<file path="src/rtl/repne_writeback_ctrl_wb_pkg.sv">
// Purpose: shared definitions for the REPNE writeback controller.
//   - REPNE iteration state encodings (2-bit, 11 is illegal)
//   - default datapath width and ZF bit position
//   - helper computing the loop termination condition
package repne_writeback_ctrl_wb_pkg;

    localparam int REPNE_DATA_W_DEF = 32;
    localparam int REPNE_ZF_BIT_DEF = 6;

    typedef enum logic [1:0] {
        REPNE_IDLE    = 2'b00,
        REPNE_ITER    = 2'b01,
        REPNE_TERM    = 2'b10,
        REPNE_ILLEGAL = 2'b11
    } repne_state_e;

    // The loop ends when the compare set ZF, or the decremented count
    // (already count-1 in result C) reached zero.
    function automatic logic repne_term_cond(input logic zf, input logic count_is_zero);
        return zf | count_is_zero;
    endfunction

endpackage

</file>
<file path="src/rtl/repne_writeback_ctrl_wb_fsm.sv">
// Purpose: REPNE CMPS iteration state machine and saved count register.
// Ports:
//   clk_i          clock, all state on rising edge
//   clr_i          synchronous active-high reset
//   retire_i       a REPNE CMPS compare uop retires this cycle
//   term_cond_i    the retiring compare ends the loop
//   ld_latches_i   WB latch load this cycle (releases TERM)
//   result_c_i     latched result C (count for the next iteration)
//   saved_count_o  count fed back to EX operand select
//   steady_o       high while iterating
//   terminate_o    high while terminating (kills the loop in EX)
module repne_fsm_wb
    import repne_writeback_ctrl_wb_pkg::*;
#(
    parameter int DATA_W = REPNE_DATA_W_DEF
) (
    input  logic              clk_i,
    input  logic              clr_i,
    input  logic              retire_i,
    input  logic              term_cond_i,
    input  logic              ld_latches_i,
    input  logic [DATA_W-1:0] result_c_i,
    output logic [DATA_W-1:0] saved_count_o,
    output logic              steady_o,
    output logic              terminate_o
);

    repne_state_e      state_q, state_d;
    logic [DATA_W-1:0] count_q, count_d;

    always_comb begin
        state_d = state_q;
        count_d = count_q;
        unique case (state_q)
            REPNE_IDLE, REPNE_ITER: begin
                if (retire_i) begin
                    if (term_cond_i) begin
                        state_d = REPNE_TERM;
                    end else begin
                        state_d = REPNE_ITER;
                        count_d = result_c_i;
                    end
                end
            end
            REPNE_TERM: begin
                // Leave only on a latch load so the squash lines up with the
                // bubble entering WB; terminate stays up across stalls.
                if (ld_latches_i) begin
                    state_d = REPNE_IDLE;
                    count_d = '0;
                end
            end
            default: begin
                state_d = REPNE_IDLE;
            end
        endcase
    end

    always_ff @(posedge clk_i) begin
        if (clr_i) begin
            state_q <= REPNE_IDLE;
            count_q <= '0;
        end else begin
            state_q <= state_d;
            count_q <= count_d;
        end
    end

    assign saved_count_o = count_q;
    assign steady_o      = (state_q == REPNE_ITER);
    assign terminate_o   = (state_q == REPNE_TERM);

endmodule

</file>
<file path="src/rtl/repne_writeback_ctrl_wb.sv">
// Purpose: EX->WB pipeline latch bank plus REPNE CMPS iteration control.
// Ports:
//   CLK, CLR                       clock, synchronous active-high reset
//   WB_ld_latches                  load enable for the WB latches
//   WB_Stall                       WB cannot retire this cycle
//   WB_V_next, WB_RESULT_*_next,
//   WB_FLAGS_next, v_ex_ld_gpr1,
//   v_ex_dcache_write,
//   WB_de_repne_all_next,
//   CS_IS_CMPS_SECOND_UOP_next     values from EX captured on a latch load
//   WB_V, WB_RESULT_A/B/C,
//   WB_FLAGS, WB_ld_gpr1,
//   WB_dcache_write                latched WB stage values
//   saved_count                    count for the next REPNE iteration
//   CS_REPNE_STEADY_STATE_EX       loop is iterating
//   wb_repne_terminate_all         loop is being terminated
module repne_writeback_ctrl_wb
    import repne_writeback_ctrl_wb_pkg::*;
#(
    parameter int DATA_W = REPNE_DATA_W_DEF,
    parameter int ZF_BIT = REPNE_ZF_BIT_DEF
) (
    input  logic              CLK,
    input  logic              CLR,
    input  logic              WB_ld_latches,
    input  logic              WB_Stall,
    input  logic              WB_V_next,
    input  logic [DATA_W-1:0] WB_RESULT_A_next,
    input  logic [DATA_W-1:0] WB_RESULT_B_next,
    input  logic [DATA_W-1:0] WB_RESULT_C_next,
    input  logic [DATA_W-1:0] WB_FLAGS_next,
    input  logic              v_ex_ld_gpr1,
    input  logic              v_ex_dcache_write,
    input  logic              WB_de_repne_all_next,
    input  logic              CS_IS_CMPS_SECOND_UOP_next,
    output logic              WB_V,
    output logic [DATA_W-1:0] WB_RESULT_A,
    output logic [DATA_W-1:0] WB_RESULT_B,
    output logic [DATA_W-1:0] WB_RESULT_C,
    output logic [DATA_W-1:0] WB_FLAGS,
    output logic              WB_ld_gpr1,
    output logic              WB_dcache_write,
    output logic [DATA_W-1:0] saved_count,
    output logic              CS_REPNE_STEADY_STATE_EX,
    output logic              wb_repne_terminate_all
);

    logic              v_q;
    logic [DATA_W-1:0] res_a_q, res_b_q, res_c_q, flags_q;
    logic              ld_gpr1_q, dcache_write_q;
    logic              repne_q, cmps_second_q;

    logic retire;
    logic term_cond;

    // WB latch bank: enabled registers, cleared by CLR (which wins over a load).
    always_ff @(posedge CLK) begin
        if (CLR) begin
            v_q            <= 1'b0;
            res_a_q        <= '0;
            res_b_q        <= '0;
            res_c_q        <= '0;
            flags_q        <= '0;
            ld_gpr1_q      <= 1'b0;
            dcache_write_q <= 1'b0;
            repne_q        <= 1'b0;
            cmps_second_q  <= 1'b0;
        end else if (WB_ld_latches) begin
            v_q            <= WB_V_next;
            res_a_q        <= WB_RESULT_A_next;
            res_b_q        <= WB_RESULT_B_next;
            res_c_q        <= WB_RESULT_C_next;
            flags_q        <= WB_FLAGS_next;
            ld_gpr1_q      <= v_ex_ld_gpr1;
            dcache_write_q <= v_ex_dcache_write;
            repne_q        <= WB_de_repne_all_next;
            cmps_second_q  <= CS_IS_CMPS_SECOND_UOP_next;
        end
    end

    assign retire    = v_q & ~WB_Stall & repne_q & cmps_second_q;
    assign term_cond = repne_term_cond(flags_q[ZF_BIT], (res_c_q == '0));

    repne_fsm_wb #(
        .DATA_W(DATA_W)
    ) u_fsm (
        .clk_i        (CLK),
        .clr_i        (CLR),
        .retire_i     (retire),
        .term_cond_i  (term_cond),
        .ld_latches_i (WB_ld_latches),
        .result_c_i   (res_c_q),
        .saved_count_o(saved_count),
        .steady_o     (CS_REPNE_STEADY_STATE_EX),
        .terminate_o  (wb_repne_terminate_all)
    );

    assign WB_V            = v_q;
    assign WB_RESULT_A     = res_a_q;
    assign WB_RESULT_B     = res_b_q;
    assign WB_RESULT_C     = res_c_q;
    assign WB_FLAGS        = flags_q;
    assign WB_ld_gpr1      = ld_gpr1_q;
    assign WB_dcache_write = dcache_write_q;

endmodule
</file>
<file path="config.mk">
export PLATFORM = sky130hd
export DESIGN_NAME = repne_writeback_ctrl_wb
export DESIGN_NICKNAME = d
export VERILOG_FILES = /design/src/rtl/repne_writeback_ctrl_wb_pkg.sv /design/src/rtl/repne_writeback_ctrl_wb_fsm.sv /design/src/rtl/repne_writeback_ctrl_wb.sv
export SDC_FILE = /design/constraint.sdc
export NUM_CORES = 1
export LEC_CHECK = 0
export CORE_AREA = 2 2 116 118
export CTS_BUF_LIST = sky130_fd_sc_hd__clkbuf_4 sky130_fd_sc_hd__clkbuf_8
export DETAILED_ROUTE_END_ITERATION = 10
export DIE_AREA = 0 0 118 120
export DONT_BUFFER_PORTS = 1
export REMOVE_ABC_BUFFERS = 1
export SLEW_MARGIN = 20
export SYNTH_ARGS = -nofsm -noshare
export SYNTH_HDL_FRONTEND = slang
export SYNTH_HIERARCHICAL = 1
export SYNTH_SLANG_ARGS = --single-unit
</file>
<file path="constraint.sdc">
create_clock -name CLK -period 3.8 [get_ports CLK]
set_clock_uncertainty 0.15 [all_clocks]
set_input_delay 0.76 -clock CLK [delete_from_list [all_inputs] [get_ports CLK]]
set_output_delay 0.76 -clock CLK [all_outputs]
set_load 0.02 [all_outputs]
</file>
Yosys cells after proc, flatten, opt, wreduce, memory -nomap -nowiden
Cells that the tools add are included.

operators by class
  reduce and logical (&&, ||, !) cells = 6
  equal/unequal tests = 5
  mux-type cells = 8
  bitwise logic cells = 5

operators with widths
  operator                                                               count
  32-bit two-way mux                                                     3
  32-bit one-hot mux with 2 select lines                                 1
  32-bit zero test                                                       1
  2-bit two-way mux                                                      3
  2-bit inequality test, second input constant                           3
  2-bit one-hot mux with 2 select lines                                  1
  4-bit AND reduction                                                    1
  1-bit AND                                                              3
  2-bit by 1-bit equality test with 1-bit output, second input constant  1
  2-bit equality test, second input constant                             1
  2-bit zero test                                                        1
  2-bit AND reduction                                                    1
  2-bit nonzero test                                                     1
  2-bit OR reduction                                                     1
  1-bit inverter                                                         1
  1-bit OR                                                               1

storage, ports and cells
  input port bits = 137
  bits in registers = 167
  word-level logic and storage cells = 35

Longest topological paths before layout
Gate-level depths: netlist of the first run.

  word-level depth = 6
  gate-level depth with buffers = 7
  mapped depth without buffers = 6

Hierarchy
Netlist of the first run, hierarchy kept.

by module, submodules not included
  module                   cells an instance  instances  seq. area each (um2)  area each (um2)
  repne_writeback_ctrl_wb  441                1          2662.6                4847.1
  repne_fsm_wb             84                 1          680.7                 1126.1

Worst setup path after synthesis of the first run
OpenSTA, ideal clock, no wires.

  kind = in2reg
  start point = input WB_Stall
  end point = register u_fsm.count_q[15], in the netlist u_fsm/saved_count_o[15]
  setup time = 0.117 ns
  setup slack = 1.742 ns
  arrival = 1.791 ns
  stages on the path = 5
  required time = 3.533 ns
  path buffers = 1
  path through = and4b_1 > nor3b_1 > a311oi_2 > buf_6 > a22o_2

between the ends
  longest elaborated chain between the ends = 6

ends and longest elaborated chain
  item                             line                               source
  start: declaration               repne_writeback_ctrl_wb.sv:26      input logic WB_Stall,
  1-bit inverter                   repne_writeback_ctrl_wb.sv:81      assign retire = v_q & ~WB_Stall & repne_q & cmps_second_q;
  1-bit AND (3 in a row)           repne_writeback_ctrl_wb.sv:81
  2-bit inequality test (no line)  --
  4-bit AND reduction (no line)    --
  end signal: assignment           repne_writeback_ctrl_wb_fsm.sv:65  count_q <= count_d;
  end: declaration                 repne_writeback_ctrl_wb_fsm.sv:29  logic [DATA_W-1:0] count_q, count_d;

Every way passes these cells.
A chain may end at the register's enable or synchronous reset.

Final worst setup path of the first run
  start point = register res_c_q[31], in the netlist WB_RESULT_C[31]
  end point = register u_fsm.count_q[15], in the netlist u_fsm/saved_count_o[15]

between the ends
  longest elaborated chain between the ends = 4

ends and longest elaborated chain
  item                             line                               source
  start: declaration               repne_writeback_ctrl_wb.sv:49      logic [DATA_W-1:0] res_a_q, res_b_q, res_c_q, flags_q;
  start signal: assignment         repne_writeback_ctrl_wb.sv:72      res_c_q <= WB_RESULT_C_next;
  32-bit zero test                 repne_writeback_ctrl_wb.sv:82      assign term_cond = repne_term_cond(flags_q[ZF_BIT], (res_c_q == '0));
  1-bit OR                         repne_writeback_ctrl_wb_pkg.sv:20  return zf | count_is_zero;
  net term_cond                    repne_writeback_ctrl_wb.sv:54      logic term_cond;
  2-bit inequality test (no line)  --
  4-bit AND reduction (no line)    --

The timed path passes the listed nets, and every way through them passes these cells.

==> flow_metrics.tcl, run 1 <==
set metrics [dict create \
    pwr-share-clk_pct 37.7 \
    fmaxAchievable_mhz 373 \
    wire_per_inst_um 18.9 \
    p_leak_nw 2.79 \
    finalNetCount 647 \
    synth.avg_cell_area_um2 11.4 \
    synth-warning-count 6 \
    hp-class "in2reg" \
    dr.first_iter.drc_count 169 \
    num_io_pins 302 \
    drive_above_1_share_pct 11.9 \
    clk_path_buf_depth 2 \
    synth-seq-cells 167 \
    cts.sinks 167 \
    initial_core_util_pct 46.0 \
    gp_congestion 0.762 \
    worst_pin_slew_ns 0.585 \
    pwr-share-comb_pct 4.3 \
    swShare_pct 24.0 \
    postRouteAntennaNets 0 \
    clkLatencyLatePin_ns 0.43 \
    synth_cells 525 \
    clk_pin_slew_ns 0.08 \
    grt_pass1_wl_mm 20.3 \
    synthSimpleGateAreaFrac_pct 10.3 \
    fp.dieArea_um2 14200 \
    synth.area.mux_share_pct 22.3 \
    wl_mm 13.2 \
    timing.final.crit_period_ns 2.68 \
    fin_crit_sh_pct 70.5 \
    ir_drop_uv 259 \
    synth_compound_area_share_pct 5.91 \
    nFillCells 1230 \
    cts_inserted_buffers 17 \
    internal_power_mw 2.63 \
    p_per_area_nw_per_um2 546 \
    final_common_cell "dfxtp_1" \
    grt_pass1_vias 3668 \
    most-common-layout-cells "dfxtp_1 (167), nor2_1 (136), mux2i_1 (133)" \
    pwr-share-seq_pct 58.0 \
    required_ns 4.03 \
    hold_violations 0 \
    cts-htree-levels 4 \
    setup_violations 0 \
    post-cts-setup-buffer-count 0 \
    dr.pass1.iters 4 \
    slew_viol_final 0 \
    crit_arrival_ns 2.91 \
    post_cts_resized 0 \
    num_rows 42 \
    drc_errors 0 \
    stdcell_area_um2 6330 \
    synth_top_family_by_area "multiplexers" \
    cp-end-kind "register" \
    synthAdderAreaFrac_pct 0 \
    finalSetupTns_ns 0 \
    antenna_found_initial 0 \
    finalNonFillerCells 699 \
    grt_max_degree 138 \
    critPathKind "reg2reg" \
    track_usage_pct 18.3 \
    viasPerCell 5.25 \
    antennaDiodeCount 0 \
    dp_hpwl_mm 9.11 \
    die_h_um 120 \
    placed_area_um2 5910 \
    area_delta_synth_final_pct 5.93 \
    ys_types 23 \
    startpoint_type "register" \
    num_vias 3671 \
    core_um2 13000 \
    grt_setup_unrepaired "false" \
    synth_area_um2 5970 \
    switchingPower_mw 0.828 \
    portBuffers 0 \
    status "complete, no violations" \
    maxCapViolations 0 \
    post-place-cells 667 \
    crit_fanout 27 \
    cts_hold_buf 0 \
    synthXorXnorAreaFrac_pct 0 \
    die_width_um 118 \
    grt.overflow.total 0 \
    tritoncts "yes" \
    maxSlewHeadroom_pct 60.9 \
    cts_root_buf "clkbuf_8" \
    synth_seq_area_share_pct 56.0 \
]
## stage by stage
step / util (%) / setup slack [ns] / hold slack [ns] / total power [mW]
3_5_place_dp: 45.5 / 1.12 / 0.335 / 2.20
4_1_cts: 48.7 / 1.10 / 0.203 / 3.50
6_report: 48.7 / 1.12 / 0.241 / 3.45
3_3_place_gp: 45.5 / 1.16 / 0.318 / 2.19
2_1_floorplan: - / 0.842 / 0.302 / 2.15
5_1_grt: 48.7 / 0.868 / 0.191 / 3.61
## synthesized netlist by cell type
cell type / instances / share of area [%]
buf_12: 7 / 2.3
buf_8: 1 / 0.25
a2111oi_0: 1 / 0.15
nand2_1: 1 / 0.063
nor4_1: 8 / 0.84
inv_1: 2 / 0.13
a22o_1: 6 / 0.88
a22o_2: 26 / 4.4
a311oi_2: 1 / 0.25
and4b_1: 1 / 0.17
buf_2: 11 / 0.92
buf_4: 7 / 0.88
mux2i_1: 133 / 22
dfxtp_1: 167 / 56
o21bai_1: 1 / 0.13
buf_6: 3 / 0.57
nor2b_1: 1 / 0.10
nor3b_1: 1 / 0.13
clkbuf_1: 7 / 0.44
nor4b_2: 1 / 0.25
nand4_1: 2 / 0.21
a2bb2oi_1: 1 / 0.15
nor2_1: 136 / 8.5
## cell families (layout without fill, tap and decap cells)
| logic type | count (synthesis) | in the layout |
|---|---|---|
| simple gates | 151 | 151 |
| compound gates | 36 | 36 |
| buf+inv | 38 | 36 |
| flops | 167 | 167 |
| mux | 133 | 133 |
## power by group through the flow
stage                     registers, mW  logic (mW)  clock network [mW]
after floorplan                    2.02       0.131                   0
after global placement             2.05       0.141                   0
after detailed placement           2.05       0.149                   0
after CTS                          2.01       0.148                1.34
after global routing               2.02       0.167                1.42
final                              2.00       0.147                1.30
## final timing paths
check / startpoint / to / slack, ns / cells after the start
max: WB_RESULT_C[31] / u_fsm/saved_count_o[15] / 1.12 / 7
min: CLR / WB_RESULT_A[9] / 0.24 / 1
min reg2reg: repne_q / repne_q / 0.35 / 2
max reg2reg: WB_RESULT_C[31] / u_fsm/saved_count_o[15] / 1.12 / 7
## layout make-up
cell class / count / area (um^2) / area share, %
Clock buffer: 26 / 333 / 5.26
Clock inverter: 6 / 88.8 / 1.40
Inverter: 2 / 7.51 / 0.119
Multi-Input combinational cell: 320 / 2320 / 36.7
Sequential cell: 167 / 3340 / 52.8
Tap cell: 176 / 220 / 3.48
Timing Repair Buffer: 2 / 15.0 / 0.237
## routing by layer
metal	track usage, %	wire, um	up-vias
li1	-	-	1765
met1	19.7	4920	1687
met2	30.5	6600	201
met3	8.98	1470	18
met4	8.36	234	0
met5	0	0	-
## sequential cells by signal, indices dropped and copies added, names as in the netlist
register	flops
WB_FLAGS	32
WB_RESULT_A	32
WB_RESULT_B	32
WB_RESULT_C	32
u_fsm/saved_count_o	32
u_fsm/state_q	2
WB_V	1
WB_dcache_write	1
WB_ld_gpr1	1
cmps_second_q	1
repne_q	1
## worst max-delay path: stages (launching register included)
cell and delay [ns]:
dfxtp_1 0.41, nor4_1 0.45, nand4_1 0.17, o21bai_1 0.37, nor3b_1 0.13, a311oi_4 0.36
buf_4 0.37, a22o_2 0.20
(Power assumes the default switching activity.)
==> inputs of run 2 (changes only) <==
==> constraint.sdc (replaced) <==
create_clock -name CLK -period 2.5 [get_ports CLK]
set_clock_uncertainty 0.15 [all_clocks]
set_input_delay 0.5 -clock CLK [delete_from_list [all_inputs] [get_ports CLK]]
set_output_delay 0.5 -clock CLK [all_outputs]
set_load 0.02 [all_outputs]
==> run 2 against run 1 <==
Against the previous run: first-iteration DRC count rose by 18%; clock power increased by 33%; setup slack got worse by 0.82 ns; cell count rose by 9.0%; non-clock buffer count grew 64; fmax grew 22%; clock-buffer cell count decreased by 2; critical path depth did not move; flip-flop and latch count stayed put; utilization up 4.0 points; via count rose by 7.9%; largest cell class unchanged; highest routed layer unchanged.
==> flow_metrics.tcl, run 2 (synthesis gave the netlist of run 1 again) <==
set metrics [dict create \
    p_leak_nw 3.12 \
    multi_input_area_um2 2320 \
    fin_crit_sh_pct 88.1 \
    antenna_found_initial 0 \
    num_rows 42 \
    fmaxAchievable_mhz 454 \
    drive_above_1_share_pct 15.4 \
    die_h_um 120 \
    most-common-layout-cells "dfxtp_1 (167), nor2_1 (136), mux2i_1 (133)" \
    num_io_pins 302 \
    crit_arrival_ns 2.44 \
    hp-class "in2reg" \
    ir_drop_uv 402 \
    swShare_pct 25.5 \
    area_delta_synth_final_pct 14.7 \
    clk_pin_slew_ns 0.08 \
    grt_pass1_wl_mm 21.8 \
    wire_per_inst_um 18.5 \
    status "complete, no violations" \
    slew_viol_final 0 \
    dr.first_iter.drc_count 199 \
    cp-end-kind "register" \
    grt.overflow.total 0 \
    wl_mm 14.1 \
    hold_path_depth 2 \
    r2r_cells 7 \
    pwr-share-comb_pct 7.7 \
    initial_core_util_pct 46.0 \
    viasPerCell 5.20 \
    internal_power_mw 3.82 \
    p_per_area_nw_per_um2 748 \
    seq_area_um2 3340 \
    pwr-share-seq_pct 58.5 \
    cts_inserted_buffers 17 \
    fp.dieArea_um2 14200 \
    track_usage_pct 19.6 \
    grt_max_degree 136 \
    crit_fanout 24 \
    gp_congestion 0.765 \
    cts.sinks 167 \
    drc_errors 0 \
    maxSlewHeadroom_pct 62.6 \
    portBuffers 0 \
    nFillCells 1171 \
    cts_root_buf "clkbuf_8" \
    pwr-share-clk_pct 33.8 \
    clkLatencyLatePin_ns 0.44 \
    clk_path_buf_depth 2 \
    finalNetCount 711 \
    grt_pass1_vias 4043 \
    grt_setup_unrepaired "false" \
    finalSetupTns_ns 0 \
    hold_violations 0 \
    dp_hpwl_mm 9.45 \
    num_vias 3962 \
    worst_pin_slew_ns 0.560 \
    critPathKind "reg2reg" \
    required_ns 2.74 \
    timing.final.crit_period_ns 2.20 \
    stdcell_area_um2 6850 \
    tritoncts "yes" \
    startpoint_type "register" \
    core_um2 13000 \
    dr.pass1.iters 4 \
    placed_area_um2 6120 \
    postRouteAntennaNets 0 \
    die_width_um 118 \
    cts-htree-levels 4 \
    antennaDiodeCount 0 \
    setup_violations 0 \
    switchingPower_mw 1.31 \
    maxCapViolations 0 \
    final_common_cell "dfxtp_1" \
]
-- run 2: changes by cell type in the layout (fill, tap and decap cells not counted), sizes merged --
cell         change
clkinvlp         +1
buf             +29
dlygate4sd3     +35
clkinv           +2
bufinv           -2
clkbuf           -2
-- run 2: power by group through the flow --
| stage | logic, mW | clock network [mW] | registers (mW) |
|---|---|---|---|
| after floorplan | 0.199 | 0 | 3.07 |
| after global placement | 0.305 | 0 | 3.06 |
| after detailed placement | 0.318 | 0 | 3.06 |
| after CTS | 0.392 | 1.80 | 3.00 |
| after global routing | 0.431 | 1.91 | 3.01 |
| final | 0.392 | 1.73 | 3.00 |
-- run 2: critical path, cell delays in order (launching register included) --
cell and delay, ns:
dfxtp_1 0.41, nor4_1 0.40, nand4_1 0.15, o21bai_1 0.20, nor3b_1 0.10, a311oi_4 0.23, buf_4 0.31, a22o_2 0.19
-- run 2: worst paths after layout --
kind	startpoint	endpoint	slack [ns]
max	WB_RESULT_C[20]	u_fsm/saved_count_o[18]	0.30
min	WB_RESULT_C_next[25]	WB_RESULT_C[25]	0.06
max reg2reg	WB_RESULT_C[20]	u_fsm/saved_count_o[18]	0.30
min reg2reg	repne_q	repne_q	0.36
-- run 2: layer usage --
| metal | part of all wire, % | vias to the layer above | global-route usage, % |
|---|---|---|---|
| li1 | - | 1899 | - |
| met1 | 39 | 1845 | 21.0 |
| met2 | 49 | 196 | 33.7 |
| met3 | 9.0 | 22 | 8.60 |
| met4 | 2.2 | 0 | 8.73 |
| met5 | 0 | - | 0 |
-- run 2: area by class of cell --
type | count | share of cell area, %
clock buffer | 24 | 4.55
clock inverter | 7 | 0.676
inverter | 2 | 0.110
multi-input combinational | 320 | 33.9
sequential | 167 | 48.8
tap | 176 | 3.21
timing repair buffer | 66 | 8.80
-- run 2: timing repair --
action,CTS,global route
hold buffers,36,0
hold endpoints to repair,134,0
buffers inserted,0,0
resized for setup,0,0
-- run 2: metrics by stage --
| step | hold WS (ns) | cells | util [%] | power (mW) | setup slack (ns) |
|---|---|---|---|---|---|
| 2_1_floorplan | 0.302 | 489 | - | 3.27 | -0.241 |
| 3_3_place_gp | 0.317 | 695 | 47.1 | 3.36 | 0.411 |
| 3_5_place_dp | 0.340 | 695 | 47.1 | 3.38 | 0.333 |
| 4_1_cts | 0.0168 | 762 | 52.8 | 5.19 | 0.293 |
| 5_1_grt | 0.0277 | 762 | 52.8 | 5.36 | 0.154 |
| 6_report | 0.0566 | 762 | 52.8 | 5.12 | 0.298 |
==> variant: new RTL, config.mk and constraints of run 1 <==
Change the package constant `REPNE_DATA_W_DEF` from 32 to 24.
--- a/src/rtl/repne_writeback_ctrl_wb_pkg.sv
+++ b/src/rtl/repne_writeback_ctrl_wb_pkg.sv
@@ -5,5 +5,5 @@
 package repne_writeback_ctrl_wb_pkg;
 
-    localparam int REPNE_DATA_W_DEF = 32;
+    localparam int REPNE_DATA_W_DEF = 24;
     localparam int REPNE_ZF_BIT_DEF = 6;
 
Interface: changed (9 resized); port bits go from 302 to 230. No check against the original RTL was run, so the function may have changed too.
==> variant against run 1 <==
  * Synthesized area down 23%
  * Cell area is 22% lower
  * Highest routed layer unchanged
  * Wire length down 24%
  * Die area unchanged
  * Via count shrank 22%
  * Setup slack gained 160 ps
  * Critical path depth unchanged
  * Power down 18%
  * Sequential cell count fell by 40
  * Count of clock-buffer cells in the layout shrank 2
==> variant: results (changes against run 1) <==
[placement]
total_of_buffers_placed_on_input_and_output_ports=0  ; unchanged
post-place-ws_ps=1330  ; was 1120 ps
post_dp_hpwl_um=6710  ; was 9110 µm
placed_area_mm2=0.00454  ; was 0.00591 mm²
placed_cells=553  ; was 667
finalWeightedCongestion=0.784  ; was 0.762

[status]
run_status=complete, no violations  ; unchanged

[critical_path]
critical_path_peak_fanout=24  ; was 27
critPathTopFamily=compound AO/OA/AOI/OAI gates  ; unchanged
slowest_stage=dfxtp_1  ; was nor4_1
cpPeakStageDelay_ps=410  ; was 450 ps
data_arrival_time_of_the_critical_path_ps=2730  ; was 2910 ps

[synthesis]
yosys.area.top_type_share_pct=55.6  ; was 56.0%
async_flop_share_pct=0  ; unchanged
yosysWarningCount=6  ; unchanged
ys_seq_area_share_pct=55.6  ; was 56.0%
synth.lib_cells_used.distinct=21  ; was 23
syn_inst=401  ; was 525
synthTopCellsByArea=dfxtp_1 56%, mux2i_1 22%, nor2_1 8.5%, a22o_1 4.6%, buf_12 3.9%  ; was dfxtp_1 56%, mux2i_1 22%, nor2_1 8.5%, a22o_2 4.4%, buf_12 2.3%
synth_commonest_cells=127 x dfxtp_1, 104 x nor2_1, 101 x mux2i_1  ; was 167 x dfxtp_1, 136 x nor2_1, 133 x mux2i_1

[timing]
max-slew-margin-rel_pct=63.4  ; was 60.9%
finalHoldWorstSlack_ps=253  ; was 241 ps
final_setup_violating_endpoints=0  ; unchanged
finalCritPeriodShare_pct=66.4  ; was 70.5%
finalHoldViolCount=0  ; unchanged

[clocking]
ctsRootBufferMaster=clkbuf_8  ; unchanged
numCtsBuffers=17  ; unchanged
clkTransAtPathRegs_ps=70
cts_resized=0  ; unchanged
post_cts.repair.setup_buffers=0  ; unchanged
skew_pair_late_insertion_delay_ps=430  ; about the same
ctsHtreeMaxLevel=4  ; unchanged
clk_path_buf_depth=2  ; unchanged

[route]
detail_route.iter0.violations=173  ; was 169
drt-wirelength-per-cell_um=17.1  ; was 18.9 µm
route.vias.total=2874  ; was 3,671
routed_wl_um=10000  ; was 13,200 µm
drt_pass1_iterations=4  ; unchanged

[worst_hold_path]
worst_hold_path_type=in2reg  ; unchanged

[cells_and_area]
ratio_of_cells_with_drive_above_1_in_the_final_layout_pct=8.58  ; was 11.9%
final_net_count=501  ; was 647
diodes=0  ; unchanged

[grt]
grt_antenna_before_repair=0  ; unchanged
track_usage_pct=13.9  ; was 18.3%
grt_pass1_wl_um=15200  ; was 20,300 µm
first_global_vias=2828  ; was 3,668
grt_start_max_net_pins=106  ; was 138

[pwr]
cell_internal_pwr_w=0.00218  ; was 0.00263 W
power.leakage_nw=2.17  ; was 2.79 nW
ir_drop_mv=0.246  ; was 0.259 mV

[variant: metal layers]
metal | up-vias | wire length, µm | track usage (%)
met1 | 1321 | 4040 | 15.2
li1 | 1361 | - | -
met2 | 179 | 4670 | 21.5
met4 | 0 | 180 | 6.63
met3 | 13 | 1110 | 7.98
met5 | - | 0 | 0
[variant: power by group through the flow]
| stage | Combinational (W) | Clock [W] | Sequential, W |
|---|---|---|---|
| floorplan | 0.000100 | 0 | 0.00154 |
| global placement | 0.000108 | 0 | 0.00155 |
| detailed placement | 0.000115 | 0 | 0.00155 |
| CTS | 0.000114 | 0.00124 | 0.00153 |
| global route | 0.000127 | 0.00130 | 0.00153 |
| finish | 0.000113 | 0.00121 | 0.00153 |
[variant: logic make-up after synthesis]
logic type / count (synthesis) / share of synthesized area, %
DFF: 127 / 55.6
AOI/OAI and AO/OA: 28 / 5.47
muxes: 101 / 22.1
buffers and inverters: 28 / 6.37
and+or+nand+nor: 117 / 10.5
[variant: area by class of cell]
type,instances,area (µm²)
multi-input cells,246,1750
clock inverters,7,110
well taps,176,220
clock buffers,24,299
repair buffers,2,15.0
flip-flops and latches,127,2540
fillers,1298,8040
inverters,2,7.51
[variant: path summary, 6_finish.rpt]
check,from,end,depth (start not counted)
worst max-delay path,WB_RESULT_C[13],u_fsm/saved_count_o[13],7
worst min-delay path,CLR,WB_RESULT_C[3],1
worst max register to register,WB_RESULT_C[13],u_fsm/saved_count_o[13],7
worst min register to register,cmps_second_q,cmps_second_q,2
[variant: worst reg2reg max path, stage by stage (launching register included)]
cell and delay, ps:
dfxtp_1 410, nor4_1 410, nand4_1 220, o21bai_1 410, nor3b_1 110, a311oi_2 190, buf_4 320, a22o_1 220
